[src/rtl/uart_tx_fifo.sv]
// rtl/uart_tx_fifo.sv - UART transmitter (8N1 default) fed from a small byte FIFO
//
// Bytes enter over a data/data_valid/data_ready handshake, are buffered in a
// FIFO_DEPTH-entry FIFO, and are serialized LSB-first on tx with one start bit
// and one stop bit. Frames are sent back-to-back while the FIFO holds data.
//
// Optional feature: define UART_TX_PARITY_EN to insert a parity bit between the
// last data bit and the stop bit (even parity when PARITY_ODD=0, odd when 1).

module uart_tx_fifo #(
    parameter int CLK_FREQ   = 50000000,
    parameter int BAUD_RATE  = 115200,
    parameter int WIDTH      = 8,
    parameter int FIFO_DEPTH = 4,
    parameter int PARITY_ODD = 0
) (
    input  logic                          clock,
    input  logic                          reset,
    input  logic [WIDTH-1:0]              data,
    input  logic                          data_valid,
    output logic                          data_ready,
    output logic                          tx,
    output logic                          busy,
    output logic [$clog2(FIFO_DEPTH):0]   fifo_count
);

    localparam int CLOCKS_PER_BIT = CLK_FREQ / BAUD_RATE;
    localparam int AW = (FIFO_DEPTH > 2) ? $clog2(FIFO_DEPTH) : 1;
    localparam int CW = $clog2(FIFO_DEPTH) + 1;
    localparam int BW = (CLOCKS_PER_BIT > 2) ? $clog2(CLOCKS_PER_BIT) : 1;
    localparam int NW = (WIDTH > 2) ? $clog2(WIDTH) : 1;

    localparam logic [BW-1:0] BAUD_RELOAD = BW'(CLOCKS_PER_BIT - 1);
    localparam logic [NW-1:0] LAST_BIT    = NW'(WIDTH - 1);
    localparam logic [CW-1:0] FULL_COUNT  = CW'(FIFO_DEPTH);

    // Reject configurations the bit timer or the pointer wrap cannot support.
    if (CLOCKS_PER_BIT < 2) begin : g_bad_baud
        $error("uart_tx_fifo: CLK_FREQ/BAUD_RATE must be at least 2");
    end
    if ((FIFO_DEPTH < 2) || ((FIFO_DEPTH & (FIFO_DEPTH - 1)) != 0)) begin : g_bad_depth
        $error("uart_tx_fifo: FIFO_DEPTH must be a power of 2 and at least 2");
    end
    if ((PARITY_ODD != 0) && (PARITY_ODD != 1)) begin : g_bad_parity
        $error("uart_tx_fifo: PARITY_ODD must be 0 or 1");
    end

    typedef enum logic [2:0] {
        S_IDLE   = 3'd0,
        S_START  = 3'd1,
        S_DATA   = 3'd2,
        S_STOP   = 3'd3
`ifdef UART_TX_PARITY_EN
        ,
        S_PARITY = 3'd4
`endif
    } state_t;

    // FIFO storage and bookkeeping
    logic [WIDTH-1:0] mem [FIFO_DEPTH];
    logic [AW-1:0]    wr_ptr;
    logic [AW-1:0]    rd_ptr;
    logic [WIDTH-1:0] fifo_head;
    logic             push;
    logic             pop;
    logic             fifo_nonempty;

    // Serializer state
    state_t           state_q;
    state_t           state_d;
    logic [WIDTH-1:0] shift_q;
    logic [WIDTH-1:0] shift_d;
    logic [BW-1:0]    baud_q;
    logic [BW-1:0]    baud_d;
    logic [NW-1:0]    bit_q;
    logic [NW-1:0]    bit_d;
    logic             tx_q;
    logic             tx_d;
    logic             bit_done;
`ifdef UART_TX_PARITY_EN
    logic             parity_q;
    logic             parity_d;
`endif

    // Ready depends only on the registered count, so a pop in the same cycle
    // never opens room for a push while the FIFO is full.
    assign data_ready    = (fifo_count != FULL_COUNT);
    assign push          = data_valid & data_ready;
    assign fifo_nonempty = (fifo_count != '0);
    assign fifo_head     = mem[rd_ptr];
    assign bit_done      = (baud_q == '0);

    assign tx   = tx_q;
    assign busy = (state_q != S_IDLE);

    // FIFO storage write; contents need no reset because the pointers do.
    always_ff @(posedge clock) begin
        if (push) begin
            mem[wr_ptr] <= data;
        end
    end

    // FIFO pointers and occupancy; pointers wrap naturally at power-of-2 depth.
    always_ff @(posedge clock or posedge reset) begin
        if (reset) begin
            wr_ptr     <= '0;
            rd_ptr     <= '0;
            fifo_count <= '0;
        end else begin
            if (push) begin
                wr_ptr <= wr_ptr + 1'b1;
            end
            if (pop) begin
                rd_ptr <= rd_ptr + 1'b1;
            end
            case ({push, pop})
                2'b10:   fifo_count <= fifo_count + 1'b1;
                2'b01:   fifo_count <= fifo_count - 1'b1;
                default: fifo_count <= fifo_count;
            endcase
        end
    end

    // Serializer state register; reset drives the line idle immediately.
    always_ff @(posedge clock or posedge reset) begin
        if (reset) begin
            state_q  <= S_IDLE;
            shift_q  <= '0;
            baud_q   <= '0;
            bit_q    <= '0;
            tx_q     <= 1'b1;
`ifdef UART_TX_PARITY_EN
            parity_q <= 1'b0;
`endif
        end else begin
            state_q  <= state_d;
            shift_q  <= shift_d;
            baud_q   <= baud_d;
            bit_q    <= bit_d;
            tx_q     <= tx_d;
`ifdef UART_TX_PARITY_EN
            parity_q <= parity_d;
`endif
        end
    end

    // Next-state logic: each bit lasts until the down-counter hits zero, and a
    // new byte is popped either from IDLE or straight out of STOP so frames
    // run back-to-back without an idle cycle between them.
    always_comb begin
        state_d  = state_q;
        shift_d  = shift_q;
        baud_d   = baud_q;
        bit_d    = bit_q;
        tx_d     = tx_q;
        pop      = 1'b0;
`ifdef UART_TX_PARITY_EN
        parity_d = parity_q;
`endif
        case (state_q)
            S_IDLE: begin
                if (fifo_nonempty) begin
                    pop      = 1'b1;
                    shift_d  = fifo_head;
                    baud_d   = BAUD_RELOAD;
                    state_d  = S_START;
                    tx_d     = 1'b0;
`ifdef UART_TX_PARITY_EN
                    parity_d = (^fifo_head) ^ (PARITY_ODD != 0);
`endif
                end else begin
                    tx_d = 1'b1;
                end
            end

            S_START: begin
                if (bit_done) begin
                    state_d = S_DATA;
                    tx_d    = shift_q[0];
                    bit_d   = '0;
                    baud_d  = BAUD_RELOAD;
                end else begin
                    baud_d = baud_q - 1'b1;
                end
            end

            S_DATA: begin
                if (bit_done) begin
                    baud_d = BAUD_RELOAD;
                    if (bit_q == LAST_BIT) begin
`ifdef UART_TX_PARITY_EN
                        state_d = S_PARITY;
                        tx_d    = parity_q;
`else
                        state_d = S_STOP;
                        tx_d    = 1'b1;
`endif
                    end else begin
                        shift_d = shift_q >> 1;
                        tx_d    = shift_d[0];
                        bit_d   = bit_q + 1'b1;
                    end
                end else begin
                    baud_d = baud_q - 1'b1;
                end
            end

`ifdef UART_TX_PARITY_EN
            S_PARITY: begin
                if (bit_done) begin
                    state_d = S_STOP;
                    tx_d    = 1'b1;
                    baud_d  = BAUD_RELOAD;
                end else begin
                    baud_d = baud_q - 1'b1;
                end
            end
`endif

            S_STOP: begin
                if (bit_done) begin
                    if (fifo_nonempty) begin
                        pop      = 1'b1;
                        shift_d  = fifo_head;
                        baud_d   = BAUD_RELOAD;
                        state_d  = S_START;
                        tx_d     = 1'b0;
`ifdef UART_TX_PARITY_EN
                        parity_d = (^fifo_head) ^ (PARITY_ODD != 0);
`endif
                    end else begin
                        state_d = S_IDLE;
                        tx_d    = 1'b1;
                    end
                end else begin
                    baud_d = baud_q - 1'b1;
                end
            end

            default: begin
                state_d = S_IDLE;
                tx_d    = 1'b1;
            end
        endcase
    end

endmodule

[config.mk]
export PLATFORM = sky130hd
export DESIGN_NAME = uart_tx_fifo
export DESIGN_NICKNAME = d
export VERILOG_FILES = /design/src/rtl/uart_tx_fifo.sv
export SDC_FILE = /design/constraint.sdc
export NUM_CORES = 1
export LEC_CHECK = 0
export CORE_MARGIN = 10
export CORE_UTILIZATION = 50
export CTS_CLUSTER_SIZE = 8
export DETAILED_ROUTE_END_ITERATION = 10
export GPL_ROUTABILITY_DRIVEN = 0
export PLACE_DENSITY = 0.74
export SLEW_MARGIN = 40
export SYNTH_ARGS = -nofsm -noshare
export SYNTH_HDL_FRONTEND = slang
export SYNTH_SLANG_ARGS = --single-unit
[constraint.sdc]
create_clock -name clock -period 2.95 [get_ports clock]
set_input_delay 0.59 -clock clock [delete_from_list [all_inputs] [get_ports clock]]
set_output_delay 0.59 -clock clock [all_outputs]
set_load 0.02 [all_outputs]
==> results of run 1 <==
==> cells in the final DEF, fill, tap and decap left out, types with 2 or more instances in the layout <==
cell type	count
nand3_1	4
and3_1	4
edfxtp_1	32
clkbuf_8	9
o22a_1	2
nand2_1	6
mux2_2	10
ha_1	14
o31ai_1	3
o21ai_0	10
a21oi_1	7
nand2b_1	2
inv_1	15
nor2_1	10
buf_4	4
a31oi_1	2
a2bb2oi_1	3
dfrtp_1	29
clkdlybuf4s50_1	16
clkinv_4	3
a22o_1	3
o211ai_1	2
xor2_1	4
nor3_1	6
xnor2_1	2
mux2_4	7
mux4_2	8
==> worst paths after layout <==
| check | startpoint | end | slack (ns) | cells after the start |
|---|---|---|---|---|
| min in group asynchronous | reset | baud_q[8]$_DFFE_PP0P_ | 0.56 | 2 |
| worst max register to register | baud_q[0]$_DFFE_PP0P_ | fifo_count[2]$_DFFE_PP0P_ | 0.22 | 11 |
| worst min-delay path | bit_q[2]$_DFFE_PP0P_ | bit_q[2]$_DFFE_PP0P_ | 0.51 | 1 |
| worst max-delay path | baud_q[0]$_DFFE_PP0P_ | fifo_count[2]$_DFFE_PP0P_ | 0.22 | 11 |
| max in group asynchronous | reset | tx$_DFFE_PP1P_ | 1.70 | 3 |
| worst min register to register | bit_q[2]$_DFFE_PP0P_ | bit_q[2]$_DFFE_PP0P_ | 0.51 | 1 |
==> where the power goes <==
group	leakage, nW	switching (mW)	internal, mW
sequential	0.661	0.256	1.21
clock	0.0917	0.374	0.315
combinational	0.657	0.982	1.04
==> cell families (layout without fill, tap and decap cells) <==
kind of cell    after synthesis  count (layout)
simple gates                 48              48
flops                        62              62
buf+inv                      22              51
mux                          25              25
xor+xnor                      6               6
fa+ha+maj                    15              15
compound gates               45              45
==> per-layer routing <==
layer  track usage [%]  part of all wire [%]
met1              15.1                    47
met2              18.2                    46
met3              4.68                   5.1
met4              4.08                   1.3
met5                 0                     0
==> cell type report <==
type	count	share of cell area [%]
clock inverters	7	1.67
multi-input cells	139	36.6
repair buffers	20	5.40
well taps	75	2.66
flip-flops and latches	62	48.6
clock buffers	9	3.51
inverters	15	1.60
==> flip-flops by register name, indices dropped and copies added, names as in the netlist <==
register / count
wr_ptr: 2
rd_ptr: 2
tx: 1
bit_q: 3
mem: 32
baud_q: 9
shift_q: 8
fifo_count: 3
state_q: 2
==> synthesized netlist by cell type (3+ instances only) <==
cell type	count
mux2_2	10
a2bb2oi_1	3
dfrtp_1	29
mux4_2	8
nand3_1	4
nor2_1	10
o31ai_1	3
a22o_1	3
mux2_4	7
and3_1	4
edfxtp_1	32
o21ai_0	10
nand2_1	6
ha_1	14
a21oi_1	7
inv_1	15
nor3_1	6
xor2_1	4
==> metrics by stage <==
step | area, µm² | hold slack [ns]
final | 3520 | 0.513
after global routing | 3520 | 0.533
after CTS | 3520 | 0.515
after detailed placement | 3340 | 0.494
after global placement | 3340 | 0.495
after floorplan | 3110 | 0.476
==> critical path: cells and delay by family, from the launching register on <==
family / cells / cell delay [ns]
XOR/XNOR: 2 / 0.30
AO/OA/AOI/OAI: 1 / 0.19
adder cells (fa/ha/maj): 3 / 0.81
AND/OR/NAND/NOR: 3 / 0.78
buffers and inverters: 2 / 0.16
flip-flops: 1 / 0.43
==> results.tsv, run 1 <==
metric	value	unit
cap_violations	0	
ys.flop_type	edfxtp_1	
core	5990	µm²
critPathCaptureType	register	
multi_input_area	1290	µm²
fin_nets	273	
antenna_cells	0	
drt_pre_antenna_iters	4	
drive_gt1_share	24.6	%
period_minus_slack	2.73	ns
peakVddDrop	0.000543	V
vias	1871	
syn_avg_cell_area	14.0	µm²
worst_pin_slew	0.770	ns
synthDistinctLibCells	59	
fin_ws	0.222	ns
antenna_found_initial	0	
first_iter_violations	85	
dp.cells	311	
routed_wirelength	5560	µm
hold_buffers	0	
h-tree-depth	3	
netlist.area_leader.share	30.9	%
cts_made_buffers	9	
gr-total-overflow	0	
cts_resized	0	
fp.dieW	98.9	µm
synth-adder-area-share	6.27	%
synth.net_count	249	
drc_errors	0	
setup_viol	0	
crit_required	3.22	ns
path_max_fanout	5	
synth.area.top_cells	edfxtp_1 (31%), dfrtp_1 (23%), mux4_2 (5.8%), ha_1 (5.6%), mux2_2 (3.6%)	
synth_area	3110	µm²
clock_skew	0.00865	ns
post-route-util	58.8	%
hold_path_class	register to register	
synth_xor_area_share	1.69	%
rows	28	
regArea	1710	µm²
yosysSeqAreaShare	55.0	%
slew_headroom	48.3	%
synthArstFlopShare	48.4	%
place_hpwl	3910	µm
fill_cells	469	
via_per_inst	5.72	
ant_nets	0	
fin_crit_sh	92.5	%
grt_start_max_net_pins	20	
ys_ff_latch	62	
yosys_warnings	0	
grt_pass1_wl	9470	µm
drv_slew	0	
muxShareOfSynthArea	12.8	%
grt_pass1_vias	1875	
max_freq	367	MHz
cts_setup_buffers	0	
root_buffer	clkbuf_8	
synthCells	223	
io_buffers	16	
cts_tree	done	
synth-compound-area-share	11.0	%
initial_core_util	51.9	%
status	finished, final reports clean	
grt_usage	12.0	%
rsz0062_at_grt	no	
stdcell_count	327	
fp.dieH	98.9	µm
pin_count	17	
synth-edff-count	32	
path_clk_slew	0.08	ns
finalPower	4.18	mW
critPathKind	register to register	
synth_top_family_by_area	multiplexers	
area_growth	13.3	%
cp-start-kind	register	
post-place-ws	0.233	ns
clock_path_buffers	2	
p_per_area	1180	nW/µm²
dieArea	9780	µm²
crit_slowest_cell	dfrtp_1	
drt-wirelength-per-cell	17.0	µm
fin_setup_tns	0	ns
synthSimpleGateAreaFrac	9.69	%
insertion_delay	0.35	ns
arrival	3.00	ns
clock-sinks	62	
leakage	1.41	nW
hold_viol	0	
cpPeakStageDelay	0.43	ns
cp_cell_sequence	inv_1 > ha_1 > nor4b_2 > a41oi_1 > nor3_1 > ha_1 > inv_1 > fa_1 > xor2_1 > nor2_1 > xor2_1	
yosysTopAreaCell	edfxtp_1	
Power figures use the tool's default switching activity.
==> run 2: changes to the inputs <==
--- a/config.mk
+++ b/config.mk
@@ -5,7 +5,7 @@
 export SDC_FILE = /design/constraint.sdc
 export NUM_CORES = 1
 export LEC_CHECK = 0
-export CORE_MARGIN = 10
+export CORE_MARGIN = 5
 export CORE_UTILIZATION = 50
 export CTS_CLUSTER_SIZE = 8
 export DETAILED_ROUTE_END_ITERATION = 10
==> results.tsv, run 2 (synthesis gave the netlist of run 1 again) <==
metric	value	unit	change
layout_common_cells	edfxtp_1 (32), dfrtp_1 (29), clkdlybuf4s50_1 (16)		unchanged
finalHoldWorstSlack	0.515	ns	was 0.513 ns
drt-wirelength-per-cell	16.6	µm	was 17.0 µm
leakage	1.41	nW	about the same
cts_made_buffers	9		unchanged
cp-startpoint	baud_q[0]$_DFFE_PP0P_		unchanged
drv_slew	0		unchanged
status	finished, final reports clean		unchanged
core	5990	µm²	unchanged
seqPwrFrac	34.4	%	was 35.1%
pin_count	17		unchanged
p_per_area	1200	nW/µm²	was 1180 nW/µm²
grt_pass1_vias	1922		was 1875
globalRouteMet1Util	20.2	%	was 15.1%
arrival	2.90	ns	was 3.00 ns
drc_errors	0		unchanged
cp-start-kind	register		unchanged
worst_pin_slew	0.648	ns	was 0.770 ns
rrSetupSlack	0.32	ns	was 0.22 ns
grt_pass1_wl	9070	µm	was 9470 µm
routed_wirelength	5440	µm	was 5560 µm
path_max_fanout	5		unchanged
cap_violations	0		unchanged
dieArea	7900	µm²	was 9780 µm²
root_buffer	clkbuf_8		unchanged
place_hpwl	3850	µm	was 3910 µm
grt_usage	15.6	%	was 12.0%
via_per_inst	5.79		was 5.72
p_int	2.65	mW	was 2.56 mW
io_buffers	16		unchanged
ant_nets	0		unchanged
p_sw_share	37.7	%	was 38.6%
drive_gt1_share	24.6	%	unchanged
fin_nets	273		unchanged
timing.rr.end	fifo_count[2]$_DFFE_PP0P_		unchanged
clockPowerShare	17.8	%	was 16.5%
clock-sinks	62		unchanged
fp.dieH	88.9	µm	was 98.9 µm
area_growth	14.0	%	was 13.3%
fin_crit_sh	89.0	%	was 92.5%
insertion_delay	0.35	ns	about the same
drt_pre_antenna_iters	4		unchanged
finalPower	4.25	mW	was 4.18 mW
max_freq	381	MHz	was 367 MHz
stdcell_count	327		unchanged
vias	1893		was 1871
rsz0062_at_grt	no		unchanged
first_iter_violations	113		was 85
antenna_found_initial	0		unchanged
grt_start_max_net_pins	20		unchanged
post-place-ws	0.208	ns	was 0.233 ns
path_clk_slew	0.07	ns	was 0.08 ns
cts_tree	done		unchanged
comb_power_share	47.8	%	was 48.4%
largest_register_ff_count	32		unchanged
fill_cells	478		was 469
endpoint	fifo_count[2]$_DFFE_PP0P_		unchanged
use_met3	3.78	%	was 4.68%
grt_use_met2	23.8	%	was 18.2%
clock_skew	0.00610	ns	was 0.00865 ns
peakVddDrop	0.000552	V	was 0.000543 V
crit_required	3.23	ns	was 3.22 ns
gr-total-overflow	0		unchanged
clock_path_buffers	2		unchanged
period_minus_slack	2.63	ns	was 2.73 ns
hold_path_class	register to register		unchanged
critPathKind	register to register		unchanged
h-tree-depth	3		unchanged
antenna_cells	0		unchanged
dp.cells	311		unchanged
critPathCaptureType	register		unchanged
fin_ws	0.324	ns	was 0.222 ns
r2r-start	baud_q[0]$_DFFE_PP0P_		unchanged
busiest_layer	met2		unchanged
reg2reg_depth	11		unchanged
reg_top3	mem (32), baud_q (9), shift_q (8)		unchanged
fin_setup_tns	0	ns	unchanged
power.switching	1.60	mW	was 1.61 mW
setup_viol	0		unchanged
cts_setup_buffers	0		unchanged
regMostFlops	mem		unchanged
final_common_cell	edfxtp_1		unchanged
rows	28		unchanged
initial_core_util	51.9	%	unchanged
slew_headroom	56.5	%	was 48.3%
fp.dieW	88.9	µm	was 98.9 µm
hold_viol	0		unchanged
[run 2: power groups by stage]
| stage | registers (mW) | logic (mW) | clock network [mW] |
|---|---|---|---|
| CTS | 1.47 | 2.03 | 0.766 |
| global placement | 1.47 | 1.98 | 0 |
| global route | 1.51 | 2.22 | 0.803 |
| detailed placement | 1.48 | 2.02 | 0 |
| floorplan | 1.39 | 1.69 | 0 |
| finish | 1.46 | 2.03 | 0.756 |
[run 2: layout make-up]
| type | instances | area (µm²) | share of cell area [%] |
|---|---|---|---|
| clock buffers | 10 | 128 | 3.60 |
| clock inverters | 6 | 71.3 | 2.01 |
| inverters | 15 | 56.3 | 1.59 |
| multi-input cells | 139 | 1290 | 36.5 |
| flip-flops and latches | 62 | 1710 | 48.3 |
| well taps | 75 | 93.8 | 2.65 |
| repair buffers | 20 | 190 | 5.36 |
[run 2: per-layer routing]
metal	up-vias	part of all wire, %
li1	905	-
met3	12	4.8
met5	-	0
met2	46	47
met4	0	2.6
met1	930	45
[run 2: worst max-delay path, stage by stage, from the launching register on]
cell	delay [ns]
dfrtp_1	0.43
inv_1	0.10
ha_1	0.18
nor4b_2	0.34
a41oi_1	0.21
nor3_2	0.22
ha_1	0.23
inv_1	0.07
fa_1	0.37
xor2_1	0.15
nor2_1	0.11
xor2_1	0.14
[run 2: worst min-delay path by stage]
stage	start	cells past startpoint	endpoint
after floorplan	shift_q[2]$_DFFE_PP0P_	1	shift_q[2]$_DFFE_PP0P_
after global placement	shift_q[6]$_DFFE_PP0P_	1	shift_q[6]$_DFFE_PP0P_
after detailed placement	shift_q[5]$_DFFE_PP0P_	1	shift_q[5]$_DFFE_PP0P_
after CTS	bit_q[2]$_DFFE_PP0P_	1	bit_q[2]$_DFFE_PP0P_
after global routing	bit_q[2]$_DFFE_PP0P_	1	bit_q[2]$_DFFE_PP0P_
final	bit_q[2]$_DFFE_PP0P_	1	bit_q[2]$_DFFE_PP0P_
[run 2: what timing repair did]
action,in CTS,in global routing
gates resized for setup,0,1
setup endpoints to repair,0,1
hold buffers,0,0
[run 2: stage by stage]
stage | instance area [µm²] | util (%)
after floorplan | 3110 | -
after global placement | 3340 | 55.8
after detailed placement | 3340 | 55.8
after CTS | 3540 | 59.1
after global routing | 3550 | 59.2
final | 3550 | 59.2
==> run 3: changes to the inputs <==
--- a/config.mk
+++ b/config.mk
@@ -10,7 +10,7 @@
 export CTS_CLUSTER_SIZE = 8
 export DETAILED_ROUTE_END_ITERATION = 10
 export GPL_ROUTABILITY_DRIVEN = 0
-export PLACE_DENSITY = 0.74
+export PLACE_DENSITY = 0.79
 export SLEW_MARGIN = 40
 export SYNTH_ARGS = -nofsm -noshare
 export SYNTH_HDL_FRONTEND = slang
==> results.tsv, run 3 (synthesis gave the netlist of run 1 again) <==
metric	value	unit	change
grt_pass1_vias	1871		was 1922
grt_pass1_wl	9170	µm	was 9070 µm
hold_path_class	primary input to async pin		was register to register
peakVddDrop	0.000575	V	was 0.000552 V
power.switching	1.59	mW	was 1.60 mW
routed_wirelength	5320	µm	was 5440 µm
rows	28		unchanged
pin_count	17		unchanged
h-tree-depth	3		unchanged
initial_core_util	51.9	%	unchanged
reg_top3	mem (32), baud_q (9), shift_q (8)		unchanged
regMostFlops	mem		unchanged
drt-wirelength-per-cell	16.3	µm	was 16.6 µm
rsz0062_at_grt	no		unchanged
fp.dieH	88.9	µm	unchanged
setup_viol	0		unchanged
comb_power_share	48.4	%	was 47.8%
reg2reg_depth	11		unchanged
worst_pin_slew	0.701	ns	was 0.648 ns
cts_tree	done		unchanged
path_clk_slew	0.07	ns	about the same
leakage	1.40	nW	was 1.41 nW
place_hpwl	3750	µm	was 3850 µm
clockPowerShare	16.2	%	was 17.8%
finalPower	4.15	mW	was 4.25 mW
max_freq	370	MHz	was 381 MHz
status	finished, final reports clean		unchanged
cp_cell_sequence	inv_1 > ha_1 > nor4b_4 > a41oi_1 > nor3_1 > ha_1 > inv_1 > fa_1 > xor2_1 > nor2_1 > xor2_1		was inv_1 > ha_1 > nor4b_2 > a41oi_1 > nor3_2 > ha_1 > inv_1 > fa_1 > xor2_1 > nor2_1 > xor2_1
vias	1856		was 1893
fin_nets	272		was 273
period_minus_slack	2.70	ns	was 2.63 ns
gr-total-overflow	0		unchanged
cap_violations	0		unchanged
critPathKind	register to register		unchanged
crit_required	3.22	ns	was 3.23 ns
p_per_area	1180	nW/µm²	was 1200 nW/µm²
drv_slew	0		unchanged
ant_nets	0		unchanged
fill_cells	477		was 478
drive_gt1_share	24.3	%	was 24.6%
area_growth	13.2	%	was 14.0%
critPathCaptureType	register		unchanged
via_per_inst	5.69		was 5.79
p_sw_share	38.4	%	was 37.7%
dieArea	7900	µm²	unchanged
arrival	2.97	ns	was 2.90 ns
clock_skew	0.00425	ns	was 0.00610 ns
finalHoldWorstSlack	0.418	ns	was 0.515 ns
fp.dieW	88.9	µm	unchanged
cpPeakStageDelay	0.42	ns	was 0.43 ns
hold_viol	0		unchanged
seqPwrFrac	35.3	%	was 34.4%
slew_headroom	52.9	%	was 56.5%
largest_register_ff_count	32		unchanged
grt_start_max_net_pins	28		was 20
grt_usage	15.4	%	was 15.6%
cp-start-kind	register		unchanged
first_iter_violations	122		was 113
drt_pre_antenna_iters	4		unchanged
layout_common_cells	edfxtp_1 (32), dfrtp_1 (29), clkdlybuf4s50_1 (16)		unchanged
fin_crit_sh	91.5	%	was 89.0%
antenna_cells	0		unchanged
clock_path_buffers	2		unchanged
cts_made_buffers	9		unchanged
core	5990	µm²	unchanged
insertion_delay	0.34	ns	was 0.35 ns
final_common_cell	edfxtp_1		unchanged
fin_setup_tns	0	ns	unchanged
drc_errors	0		unchanged
io_buffers	16		unchanged
crit_slowest_cell	dfrtp_1		unchanged
path_max_fanout	5		unchanged
antenna_found_initial	0		unchanged
p_int	2.56	mW	was 2.65 mW
post-route-util	58.8	%	was 59.2%
clock-sinks	62		unchanged
root_buffer	clkbuf_8		unchanged
run 3: changes by cell type in the layout (fill, tap and decap cells not counted), sizes merged:
| cell | change |
|---|---|
| inv | +3 |
| buf | -1 |
| bufinv | -1 |
| clkbuf | -1 |
| clkinv | -1 |
run 3: worst paths after layout:
kind	slack (ns)	to	from
worst max-delay path	0.25	fifo_count[2]$_DFFE_PP0P_	baud_q[0]$_DFFE_PP0P_
worst min-delay path	0.42	wr_ptr[0]$_DFFE_PP0P_	reset
worst max register to register	0.25	fifo_count[2]$_DFFE_PP0P_	baud_q[0]$_DFFE_PP0P_
worst min register to register	0.51	shift_q[5]$_DFFE_PP0P_	shift_q[5]$_DFFE_PP0P_
max in group asynchronous	1.90	tx$_DFFE_PP1P_	reset
min in group clock	0.51	shift_q[5]$_DFFE_PP0P_	shift_q[5]$_DFFE_PP0P_
run 3: per-stage QoR:
stage / std cells / setup slack (ns) / instance area [µm²]
global placement: 310 / 0.345 / 3330
floorplan: 223 / 0.503 / 3110
global route: 326 / 0.0588 / 3520
finish: 326 / 0.250 / 3520
detailed placement: 310 / 0.195 / 3330
CTS: 326 / 0.187 / 3510
run 3: critical path: cells and delay by family (launching register included):
family / cells / cell delay [ns]
xor gates and xnor gates: 2 / 0.30
and+or+nand+nor: 3 / 0.72
buffers and inverters: 2 / 0.17
AOI/OAI and AO/OA: 1 / 0.18
DFF: 1 / 0.42
adders and majority gates: 3 / 0.83
run 3: final cells by class:
cell class | count | area, µm² | area share (%)
timing repair buffer | 19 | 183 | 5.19
clock buffer | 9 | 124 | 3.52
clock inverter | 7 | 55.1 | 1.56
inverter | 15 | 56.3 | 1.60
sequential | 62 | 1710 | 48.6
multi-input combinational | 139 | 1300 | 36.8
tap | 75 | 93.8 | 2.66
run 3: power groups by stage:
stage	Combinational [mW]	Clock, mW	Sequential, mW
floorplan	1.69	0	1.39
global placement	1.95	0	1.47
detailed placement	1.99	0	1.49
CTS	2.01	0.688	1.47
global route	2.21	0.729	1.51
finish	2.01	0.675	1.47
run 3: metal layers:
| layer | global-route usage, % | part of all wire (%) |
|---|---|---|
| met1 | 21.5 | 47 |
| met2 | 22.9 | 48 |
| met3 | 2.76 | 3.5 |
| met4 | 8.38 | 2.1 |
| met5 | 0 | 0 |
run 3: what timing repair did:
item	4_1_cts	5_1_grt
endpoints found under the setup margin	0	1
endpoints found under the hold margin	0	0
hold buffers	0	0
setup buffers	0	0
gates resized for setup	0	1
